### src/rtl/lcd_rgb_capture_pkg.sv
// Shared types and helpers for the LCD RGB capture path: state encoding,
// RGB888 to RGB565 conversion and the padded frame length in FIFO words.
package lcd_rgb_capture_pkg;

    typedef enum logic [1:0] {
        ST_WAIT_INIT = 2'd0,
        ST_WAIT_VS   = 2'd1,
        ST_CAPTURE   = 2'd2,
        ST_PAD       = 2'd3
    } cap_state_e;

    function automatic logic [15:0] rgb888_to_565(input logic [23:0] rgb);
        return {rgb[23:19], rgb[15:10], rgb[7:3]};
    endfunction

    // Words occupied by one frame once rounded up to whole bursts.
    function automatic int frame_words(input int h, input int v, input int ppw, input int burst);
        return ((h * v / ppw + burst - 1) / burst) * burst;
    endfunction

endpackage

### src/rtl/lcd_rgb_capture_packer.sv
// Packs 16-bit pixels into DATA_W-bit words, first pixel in the low lane.
// o_word/o_word_valid are combinational so the caller can register them.
module rgb_pixel_packer #(
    parameter int DATA_W = 64
) (
    input  logic              clk,
    input  logic              rst,
    input  logic              push,
    input  logic              flush,
    input  logic [15:0]       i_pix,
    output logic [DATA_W-1:0] o_word,
    output logic              o_word_valid
);
    localparam int PPW = DATA_W / 16;
    localparam int CW  = (PPW > 1) ? $clog2(PPW) : 1;
    localparam int SW  = (PPW - 1) * 16;

    logic [SW-1:0]     data_q, data_d;
    logic [CW-1:0]     cnt_q, cnt_d;
    logic [DATA_W-1:0] ext;
    logic              last;

    assign ext          = {i_pix, data_q};
    assign last         = (cnt_q == CW'(PPW - 1));
    assign o_word       = ext;
    assign o_word_valid = push && !flush && last;

    // A flush drops any partial word; a pixel pushed alongside it starts the new word.
    always_comb begin
        data_d = data_q;
        cnt_d  = cnt_q;
        if (push) begin
            data_d = ext[DATA_W-1:16];
        end
        if (flush) begin
            cnt_d = push ? CW'(1) : '0;
        end else if (push) begin
            cnt_d = last ? '0 : cnt_q + CW'(1);
        end
    end

    always_ff @(posedge clk or posedge rst) begin
        if (rst) begin
            data_q <= '0;
            cnt_q  <= '0;
        end else begin
            data_q <= data_d;
            cnt_q  <= cnt_d;
        end
    end

endmodule

### src/rtl/lcd_rgb_capture.sv
// Captures an RGB888 LCD stream, converts to RGB565, packs into FIFO words
// and pads every frame with zero words to a whole number of bursts.
module lcd_rgb_capture
    import lcd_rgb_capture_pkg::*;
#(
    parameter int H_DISP    = 800,
    parameter int V_DISP    = 480,
    parameter int DATA_W    = 64,
    parameter int BURST_LEN = 256,
    parameter int VS_POL    = 0
) (
    input  logic              clk,
    input  logic              rst,
    input  logic              i_lcd_de,
    input  logic              i_lcd_hs,
    input  logic              i_lcd_vs,
    input  logic [23:0]       i_lcd_rgb,
    input  logic              i_sdram_init_done,
    output logic              o_wr_en,
    output logic [DATA_W-1:0] o_wr_data,
    output logic              o_wr_load,
    output logic              o_frame_done,
    output logic              o_err_frame,
    output logic [15:0]       o_frame_cnt
);
    localparam int         WCW    = (BURST_LEN > 1) ? $clog2(BURST_LEN) : 1;
    localparam logic       VS_ACT = (VS_POL != 0);
    localparam logic [11:0] H_LEN = 12'(H_DISP);
    localparam logic [11:0] V_LEN = 12'(V_DISP);

    cap_state_e        state_q, state_d;
    logic              vs1_q, vs1_d, vs2_q, vs2_d, de_prev_q, de_prev_d;
    logic [11:0]       pix_cnt_q, pix_cnt_d, line_cnt_q, line_cnt_d;
    logic [WCW-1:0]    word_cnt_q, word_cnt_d;
    logic              frame_err_q, frame_err_d, load_pending_q, load_pending_d;
    logic              wr_en_q, wr_en_d, wr_load_q, wr_load_d, frame_done_q, frame_done_d;
    logic              err_q, err_d;
    logic [DATA_W-1:0] wr_data_q, wr_data_d;
    logic [15:0]       frame_cnt_q, frame_cnt_d;

    logic              fs, de_fall, start_frame, push, finish, word_valid;
    logic [DATA_W-1:0] word;
    logic              unused_hs;

    assign unused_hs   = i_lcd_hs;
    // vs1 is the once-registered vs; a frame starts when it first turns active.
    assign fs          = (vs1_q == VS_ACT) && (vs2_q != VS_ACT);
    assign de_fall     = de_prev_q && !i_lcd_de;
    assign start_frame = i_sdram_init_done && fs && (state_q != ST_WAIT_INIT);
    assign push        = i_sdram_init_done && i_lcd_de &&
                         (start_frame || (state_q == ST_CAPTURE && pix_cnt_q < H_LEN));

    rgb_pixel_packer #(.DATA_W(DATA_W)) u_packer (
        .clk          (clk),
        .rst          (rst),
        .push         (push),
        .flush        (start_frame),
        .i_pix        (rgb888_to_565(i_lcd_rgb)),
        .o_word       (word),
        .o_word_valid (word_valid)
    );

    always_comb begin
        vs1_d          = i_lcd_vs;
        vs2_d          = vs1_q;
        de_prev_d      = i_lcd_de;
        state_d        = state_q;
        pix_cnt_d      = pix_cnt_q;
        line_cnt_d     = line_cnt_q;
        word_cnt_d     = word_cnt_q;
        frame_err_d    = frame_err_q;
        load_pending_d = load_pending_q;
        err_d          = err_q;
        frame_cnt_d    = frame_cnt_q;
        wr_en_d        = 1'b0;
        wr_data_d      = '0;
        wr_load_d      = 1'b0;
        frame_done_d   = 1'b0;
        finish         = 1'b0;
        if (!i_sdram_init_done) begin
            state_d        = ST_WAIT_INIT;
            load_pending_d = 1'b1;
        end else begin
            case (state_q)
                ST_WAIT_INIT: state_d = ST_WAIT_VS;
                ST_WAIT_VS: begin
                    if (fs) wr_load_d = load_pending_q;
                end
                ST_CAPTURE: begin
                    if (fs) begin
                        err_d     = 1'b1;
                        wr_load_d = 1'b1;
                    end else begin
                        if (i_lcd_de) begin
                            pix_cnt_d = pix_cnt_q + 12'd1;
                            if (!push) begin
                                err_d       = 1'b1;
                                frame_err_d = 1'b1;
                            end
                        end
                        if (word_valid) begin
                            wr_en_d    = 1'b1;
                            wr_data_d  = word;
                            word_cnt_d = word_cnt_q + WCW'(1);
                        end
                        if (de_fall) begin
                            if (pix_cnt_q != H_LEN) begin
                                err_d       = 1'b1;
                                frame_err_d = 1'b1;
                            end
                            line_cnt_d = line_cnt_q + 12'd1;
                            pix_cnt_d  = '0;
                            if (line_cnt_q + 12'd1 == V_LEN) begin
                                if (word_cnt_q == '0) finish  = 1'b1;
                                else                  state_d = ST_PAD;
                            end
                        end
                    end
                end
                ST_PAD: begin
                    if (fs) begin
                        err_d     = 1'b1;
                        wr_load_d = 1'b1;
                    end else if (word_cnt_q == '0) begin
                        finish = 1'b1;
                    end else begin
                        wr_en_d    = 1'b1;
                        word_cnt_d = word_cnt_q + WCW'(1);
                    end
                end
                default: state_d = ST_WAIT_INIT;
            endcase
            if (start_frame) begin
                state_d        = ST_CAPTURE;
                pix_cnt_d      = i_lcd_de ? 12'd1 : 12'd0;
                line_cnt_d     = '0;
                word_cnt_d     = '0;
                frame_err_d    = 1'b0;
                load_pending_d = 1'b0;
            end
            // A bad frame still completes, but forces a FIFO reload before the next one.
            if (finish) begin
                state_d      = ST_WAIT_VS;
                frame_done_d = 1'b1;
                if (frame_err_d) load_pending_d = 1'b1;
                else             frame_cnt_d    = frame_cnt_q + 16'd1;
            end
        end
    end

    always_ff @(posedge clk or posedge rst) begin
        if (rst) begin
            state_q        <= ST_WAIT_INIT;
            vs1_q          <= VS_ACT;
            vs2_q          <= VS_ACT;
            de_prev_q      <= 1'b0;
            pix_cnt_q      <= '0;
            line_cnt_q     <= '0;
            word_cnt_q     <= '0;
            frame_err_q    <= 1'b0;
            load_pending_q <= 1'b1;
            err_q          <= 1'b0;
            frame_cnt_q    <= '0;
            wr_en_q        <= 1'b0;
            wr_data_q      <= '0;
            wr_load_q      <= 1'b0;
            frame_done_q   <= 1'b0;
        end else begin
            state_q        <= state_d;
            vs1_q          <= vs1_d;
            vs2_q          <= vs2_d;
            de_prev_q      <= de_prev_d;
            pix_cnt_q      <= pix_cnt_d;
            line_cnt_q     <= line_cnt_d;
            word_cnt_q     <= word_cnt_d;
            frame_err_q    <= frame_err_d;
            load_pending_q <= load_pending_d;
            err_q          <= err_d;
            frame_cnt_q    <= frame_cnt_d;
            wr_en_q        <= wr_en_d;
            wr_data_q      <= wr_data_d;
            wr_load_q      <= wr_load_d;
            frame_done_q   <= frame_done_d;
        end
    end

    assign o_wr_en      = wr_en_q;
    assign o_wr_data    = wr_data_q;
    assign o_wr_load    = wr_load_q;
    assign o_frame_done = frame_done_q;
    assign o_err_frame  = err_q;
    assign o_frame_cnt  = frame_cnt_q;

endmodule

### config.mk
export PLATFORM = sky130hd
export DESIGN_NAME = lcd_rgb_capture
export DESIGN_NICKNAME = d
export VERILOG_FILES = /design/src/rtl/lcd_rgb_capture_pkg.sv /design/src/rtl/lcd_rgb_capture_packer.sv /design/src/rtl/lcd_rgb_capture.sv
export SDC_FILE = /design/constraint.sdc
export NUM_CORES = 1
export LEC_CHECK = 0
export ABC_AREA = 1
export BUFFER_PORTS_ARGS = -buffer_cell sky130_fd_sc_hd__buf_2
export CAP_MARGIN = 15
export CORE_AREA = 2 2 90 179
export CTS_BUF_LIST = sky130_fd_sc_hd__clkbuf_16
export DETAILED_ROUTE_END_ITERATION = 10
export DIE_AREA = 0 0 92 181
export MAX_ROUTING_LAYER = met4
export PLACE_DENSITY = 0.74
export SYNTH_ARGS = -nofsm -noshare
export SYNTH_HDL_FRONTEND = slang
export SYNTH_SLANG_ARGS = --single-unit
export TNS_END_PERCENT = 30
### constraint.sdc
create_clock -name clk -period 5 [get_ports clk]
set_input_delay 0.75 -clock clk [delete_from_list [all_inputs] [get_ports clk]]
set_output_delay 0.75 -clock clk [all_outputs]
set_load 0.1 [all_outputs]
==> results.py, run 1 <==
metrics = {
    "job": {
        "drv_cap": 0,
    },
    "sta": {
        "tightest_slew_ns": 0.991,
        "rsz0062_at_grt": "false",
        "timing.final.crit_share_pct": 60.3,
        "fmax_mhz": 332,
        "max-slew-margin-rel_pct": 33.8,
        "whs_ns": 0.437,
        "finalHoldViolCount": 0,
        "drv_slew": 0,
        "setup_tns_ns": 0,
        "min_period_ns": 3.01,
        "fin_worst_skew_ns": 0.0123,
        "setup_viol": 0,
    },
    "yosys": {
        "synth_edf_count": 0,
        "syn_inst": 843,
        "synth-seq-cells": 173,
        "synth_adder_area_share_pct": 1.30,
        "yosys.area_share.simple_pct": 24.2,
        "synth-xor-area-share_pct": 1.58,
        "synth_area_per_cell_um2": 9.13,
        "ys.warnings.count": 0,
        "synth_flop_cell": "dfrtp_1",
        "synth.distinct_cells": 45,
        "seq_area_frac_synth_pct": 56.2,
        "synth-compound-area-share_pct": 8.47,
        "synth_top_family_by_area": "simple AND/OR/NAND/NOR gates",
        "ys_async_sr_fraction_pct": 100,
        "syn_nets": 881,
        "muxShareOfSynthArea_pct": 0,
        "netlist_area_um2": 7700,
    },
    "worst_setup_path": {
        "ff2ff_setup_slack_ns": 2.09,
        "r2r-start": "vs1_q",
        "crit_type": "in -> reg",
        "cp_data_arrival_time_ns": 3.28,
        "cp-end-kind": "flop",
        "worstPathMaxFanout": 100,
        "r2r_cells": 14,
        "startpoint_type": "primary input",
        "worst_ep_required_time_ns": 5.26,
        "worst-path-buf-inv": 5,
        "worst_path_max_delay_cell": "nand2_4",
        "path_cells": "buf_2 -> inv_2 -> a21oi_2 -> nand2_2 -> nand2_2 -> nand2_4 -> inv_2 -> nand2_1 -> inv_2 -> nand2_2 -> buf_4 -> a21oi_1",
        "crit_family": "simple AND/OR/NAND/NOR gates",
        "r2r_end": "pix_cnt_q[9]",
        "cpPeakStageDelay_ns": 0.62,
    },
    "floorplanning": {
        "die_h_um": 181,
        "ioPinCount": 114,
        "core_um2": 15200,
        "dieArea_um2": 16700,
        "die_w_um": 92,
        "num_rows": 64,
        "start_util_pct": 50.6,
    },
    "route": {
        "antenna_left": 0,
        "dr.pass1.iters": 5,
        "routed_wl_um": 17100,
        "post_drt_wl_per_cell_um": 14.9,
        "drt_iter0_markers": 300,
        "drc": 0,
        "num_vias": 5866,
        "vias_per_cell": 5.10,
    },
    "grt": {
        "antenna_found_initial": 0,
        "grt_usage_pct": 22.2,
        "grt_pass1_vias": 5910,
        "grt_pass1_wl_um": 28300,
        "grt.overflow.total": 0,
        "grt_max_degree": 174,
    },
    "clock_network": {
        "ctsHoldBuffers": 0,
        "clockBufferDepth": 2,
        "tritoncts": "done",
        "cts_root_buf": "clkbuf_16",
        "insertion_delay_ns": 0.43,
        "cts_sinks": 173,
        "htree_levels": 4,
        "cts_resized": 0,
        "path_clk_slew_ns": 0.07,
        "numCtsBuffers": 17,
        "postCtsSetupBuffers": 0,
    },
    "power_and_ir_drop": {
        "power.switching_mw": 1.35,
        "seqPwrFrac_pct": 48.1,
        "leakage_nw": 4.60,
        "ir_drop_uv": 329,
        "p_clk_share_pct": 31.8,
        "swShare_pct": 33.9,
        "combPwrFrac_pct": 20.1,
        "powerDensity_nw_per_um2": 448,
        "p_int_mw": 2.64,
    },
    "worst_hold_path": {
        "min_path_type": "reg -> reg",
        "hp-start": "vs1_q",
        "hold_end": "vs2_q",
        "holdPathStages": 0,
    },
    "cells_and_area": {
        "antenna-diode-count": 0,
        "nNetsFinal": 978,
        "finalInstanceArea_um2": 8920,
        "drive_gt1_share_pct": 21.4,
        "syn_to_final_growth_pct": 15.9,
    },
    "outcome": {
        "status": "complete, no violations",
    },
    "place": {
        "dp_hpwl_um": 11600,
        "port_buffers": 104,
        "gp_congestion": 0.880,
        "dpl-instance-area_um2": 8360,
    },
}
## power by group through the flow
stage | Sequential (mW) | Clock [mW] | Combinational (mW)
after detailed placement | 1.94 | 0 | 0.802
after global placement | 1.93 | 0 | 0.777
after CTS | 1.92 | 1.29 | 0.811
after global routing | 1.96 | 1.35 | 0.930
after floorplan | 1.90 | 0 | 0.619
final | 1.92 | 1.27 | 0.802
## Yosys cell counts (2+ instances only)
library cell    n  area share, %
a21oi_1        13           0.85
buf_1           3           0.15
buf_2           6           0.39
buf_4           2           0.19
buf_6           2           0.29
clkbuf_1       15           0.73
dfrtp_1       172             56
ha_1            8            1.3
inv_1         117            5.7
inv_2          10           0.49
nand2_1       170            8.3
nand2_2         9           0.73
nand2_4         4           0.59
nand3_1        50            3.3
nand3_2         2           0.26
nand4_1        14            1.1
nor2_1         60            2.9
nor2_2          4           0.32
nor2_4          9            1.3
nor2_8          2           0.52
nor3_1         49            3.2
nor3_2          6           0.78
o21ai_0        64            4.2
o21ai_1         3           0.19
o21bai_1        3           0.29
o21bai_2        8            1.2
o22ai_1         6           0.49
o31ai_1         2           0.19
o31ai_2         4           0.65
xnor2_1         3           0.34
xor2_1          9            1.0
## cell families after synthesis
logic type,count (synthesis)
AO/OA/AOI/OAI,107
flip-flops,173
buffers and inverters,157
XOR/XNOR,13
adder cells (fa/ha/maj),8
AND/OR/NAND/NOR,385
## worst max-delay path by stage
stage                      to  cells after the start               from  slack (ns)
CTS                   o_wr_en                     12  i_sdram_init_done        1.95
finish                o_wr_en                     12  i_sdram_init_done        1.99
global placement      o_wr_en                     12  i_sdram_init_done        1.51
floorplan           de_prev_q                      1                rst        2.04
detailed placement    o_wr_en                     12  i_sdram_init_done        1.51
global route          o_wr_en                     12  i_sdram_init_done        1.70
## stage by stage
| step | power (mW) | cells | utilization (%) | setup slack (ns) |
|---|---|---|---|---|
| final | 4.00 | 1150 | 58.7 | 1.99 |
| after global routing | 4.24 | 1150 | 58.7 | 1.70 |
| after CTS | 4.02 | 1150 | 58.7 | 1.95 |
| after detailed placement | 2.74 | 1119 | 54.9 | 1.51 |
| after global placement | 2.71 | 1119 | 54.9 | 1.51 |
| after floorplan | 2.52 | 843 | - | 2.04 |
## sequential cells by signal, summed over array words and instances (netlist names)
register	count
o_wr_data	64
u_packer.data_q	48
o_frame_cnt	16
line_cnt_q	12
pix_cnt_q	12
word_cnt_q	8
state_q	2
u_packer.cnt_q	2
de_prev_q	1
frame_err_q	1
load_pending_q	1
o_err_frame	1
o_frame_done	1
o_wr_en	1
o_wr_load	1
vs1_q	1
vs2_q	1
## metal layers
layer	part of all wire, %	GRT usage [%]
met1	38	24.0
met2	55	38.8
met3	3.8	5.09
met4	3.5	9.43
met5	0	-
## worst register-to-register path, stage by stage (launching register included)
cell	delay [ns]
dfrtp_1	0.41
nor2_4	0.21
nor2_2	0.08
inv_2	0.13
nor2_4	0.04
buf_4	0.20
inv_2	0.73
nor2_4	0.06
nor2_4	0.22
clkinv_2	0.16
nand2_2	0.19
inv_2	0.16
nor2_1	0.13
o21ai_0	0.08
inv_1	0.06
## cell usage in the layout, fill, tap and decap left out, drive strengths merged
| master | Yosys | routed |
|---|---|---|
| a21boi | 1 | 1 |
| a21o | 1 | 1 |
| a21oi | 14 | 14 |
| a221oi | 1 | 1 |
| and2 | 1 | 1 |
| buf | 13 | 107 |
| bufinv | 0 | 1 |
| clkbuf | 16 | 17 |
| clkinv | 1 | 6 |
| clkinvlp | 0 | 4 |
| dfrtp | 172 | 172 |
| dfstp | 1 | 1 |
| ha | 8 | 8 |
| inv | 127 | 131 |
| nand2 | 183 | 183 |
| nand3 | 53 | 53 |
| nand3b | 1 | 1 |
| nand4 | 15 | 15 |
| nor2 | 75 | 75 |
| nor3 | 55 | 55 |
| nor3b | 1 | 1 |
| o21ai | 67 | 67 |
| o21bai | 11 | 11 |
| o22ai | 6 | 6 |
| o31ai | 6 | 6 |
| or4 | 1 | 1 |
| xnor2 | 4 | 4 |
| xor2 | 9 | 9 |
## layout make-up
| cell class | count | area [µm²] |
|---|---|---|
| clock buffer | 17 | 425 |
| clock inverter | 14 | 140 |
| fill | 1385 | 6290 |
| inverter | 128 | 485 |
| multi-input combinational | 513 | 2740 |
| sequential | 173 | 4330 |
| tap | 198 | 248 |
| timing repair buffer | 107 | 556 |
(Power assumes the default switching activity.)
==> inputs of run 2 (changes only) <==
- ABC_AREA: 1 -> 0
- CORE_AREA: 2 2 90 179 -> 2 2 87 172
- DIE_AREA: 0 0 92 181 -> 0 0 89 174
- PLACE_DENSITY: 0.74 -> 0.75
- clock period: 5 -> 2.6 ns (I/O delays scaled with it)
==> results.py, run 2 <==
metrics = {
    "place": {
        "gp_congestion": 0.865,
        "dp_hpwl_um": 10200,
        "placedCellCount": 886,
        "port_buffers": 104,
        "place_ws_ns": 0.0548,
        "dpl-instance-area_um2": 8010,
    },
    "sta": {
        "fin_worst_skew_ns": 0.00876,
        "finalHoldViolCount": 0,
        "whs_ns": 0.0431,
        "drv_slew": 0,
        "tightest_slew_ns": 0.644,
        "min_period_ns": 2.46,
        "max-slew-margin-rel_pct": 57.0,
        "setup_tns_ns": 0,
        "timing.final.crit_share_pct": 94.7,
        "worst_slack_ns": 0.137,
        "fmax_mhz": 406,
        "setup_viol": 0,
    },
    "route": {
        "routed_wl_um": 14500,
        "dr.pass1.iters": 5,
        "vias_per_cell": 5.28,
        "antenna_left": 0,
        "drt_iter0_markers": 244,
        "num_vias": 4850,
        "post_drt_wl_per_cell_um": 15.8,
        "drc": 0,
    },
    "cells_and_area": {
        "final_common_cell": "dfrtp_1",
        "finalNonFillerCells": 919,
        "nNetsFinal": 752,
        "largest_reg_flops": 64,
        "syn_to_final_growth_pct": 21.3,
        "drive_gt1_share_pct": 30.9,
        "final_cell_mix": "dfrtp_1 (170), buf_2 (104), and2_1 (70), mux2_2 (50), nor2_1 (39)",
        "antenna-diode-count": 0,
        "finalInstanceArea_um2": 8610,
    },
    "yosys": {
        "synth.area.top_cells": "dfrtp_1 (61%), mux2_2 (7.9%), and2_1 (6.2%), o21ai_0 (2.2%), nor2_1 (2.1%)",
        "netlist_area_um2": 7090,
        "synth.distinct_cells": 53,
        "yosysMostFrequentCell": "dfrtp_1",
        "syn_inst": 588,
        "ys.warnings.count": 0,
        "seq_area_frac_synth_pct": 61.1,
        "syn_nets": 626,
        "synth_area_per_cell_um2": 12.1,
        "synth-seq-cells": 173,
        "synth_edf_count": 0,
        "synth_flop_cell": "dfrtp_1",
        "yosysTopAreaCell": "dfrtp_1",
        "synthTopCellsByCount": "dfrtp_1 (172), and2_1 (70), mux2_2 (50)",
        "ys_async_sr_fraction_pct": 100,
        "synth_top_area_share_pct": 60.7,
    },
    "clock_network": {
        "numCtsBuffers": 17,
        "cts_root_buf": "clkbuf_16",
        "path_clk_slew_ns": 0.06,
        "htree_levels": 4,
        "clockBufferDepth": 2,
        "insertion_delay_ns": 0.43,
        "cts_sinks": 173,
        "tritoncts": "done",
    },
    "outcome": {
        "status": "complete, no violations",
    },
    "worst_setup_path": {
        "cp_data_arrival_time_ns": 2.78,
        "startpoint_type": "flop",
        "worstPathMaxFanout": 5,
        "worst_ep_required_time_ns": 2.91,
        "crit_type": "reg -> reg",
        "cp-end-kind": "flop",
    },
    "floorplanning": {
        "die_w_um": 89,
        "start_util_pct": 49.7,
        "dieArea_um2": 15500,
        "core_um2": 14300,
        "die_h_um": 174,
        "ioPinCount": 114,
        "num_rows": 62,
    },
    "worst_hold_path": {
        "min_path_type": "in -> async",
    },
    "grt": {
        "antenna_found_initial": 0,
        "grt.overflow.total": 0,
        "grt_max_degree": 65,
        "grt_pass1_vias": 5233,
        "grt_usage_pct": 20.9,
        "grt_pass1_wl_um": 24600,
    },
    "power_and_ir_drop": {
        "leakage_nw": 4.40,
        "powerDensity_nw_per_um2": 749,
        "ir_drop_uv": 897,
    },
    "job": {
        "drv_cap": 0,
    },
}
run 2: worst max-delay path, stage by stage (launching register included):
cell and delay (ns):
dfrtp_1 0.36, ha_1 0.22, nand3_2 0.15, nor2_1 0.23, xnor2_1 0.14, a2111oi_4 0.39
a32oi_2 0.17, or4_1 0.55, xnor2_1 0.14
run 2: kinds of logic after synthesis:
group                      count (synthesis)  share of synthesized area (%)
AOI/OAI and AO/OA                         66                           6.03
DFF                                      173                           61.1
muxes                                     51                           8.08
adders and majority gates                  8                           1.41
and+or+nand+nor                          224                           17.2
buffers and inverters                     32                           1.99
xor gates and xnor gates                  34                           4.20
run 2: path summary, 6_finish.rpt:
path / depth (start not counted) / slack (ns) / endpoint / start
setup / recovery: 8 / 0.14 / o_frame_cnt[14] / line_cnt_q[0]
hold / removal: 2 / 0.04 / u_packer.data_q[24] / rst
setup reg to reg: 8 / 0.14 / o_frame_cnt[14] / line_cnt_q[0]
hold reg to reg: 0 / 0.42 / vs2_q / vs1_q
max in group asynchronous: 3 / 1.87 / o_wr_data[17] / rst
min in group clk: 1 / 0.07 / vs1_q / i_lcd_vs
run 2: layout make-up:
cell class                      instances  area [µm²]
Fill cell                            1169        5670
Sequential cell                       173        4330
Multi-Input combinational cell        383        2650
Timing Repair Buffer                  132         781
Clock buffer                           17         425
Tap cell                              192         240
Clock inverter                         15         145
Inverter                                7        30.0
run 2: metal layers:
| metal | wire, µm | vias up | track usage (%) |
|---|---|---|---|
| met5 | 0 | - | - |
| met4 | 373 | 0 | 7.46 |
| met3 | 646 | 28 | 5.84 |
| met2 | 8050 | 123 | 35.2 |
| met1 | 5480 | 2428 | 23.3 |
| li1 | - | 2271 | - |
run 2: through the flow:
step | util [%] | power (mW)
floorplan | - | 3.80
global placement | 56.1 | 3.97
detailed placement | 56.1 | 4.06
CTS | 60.1 | 6.52
global route | 60.3 | 6.74
finish | 60.3 | 6.44
run 2: report_power, final:
| part | internal [mW] | total (mW) | switching (mW) |
|---|---|---|---|
| logic | 0.355 | 0.722 | 0.367 |
| registers | 3.04 | 3.27 | 0.235 |
| clock network | 1.41 | 2.45 | 1.04 |
| total | 4.80 | 6.44 | 1.64 |
run 2: timing repair:
| item | CTS | global route |
|---|---|---|
| setup buffers | 0 | 1 |
| resized for setup | 0 | 6 |
| endpoints found under the setup margin | 0 | 17 |
| hold buffers | 0 | 0 |
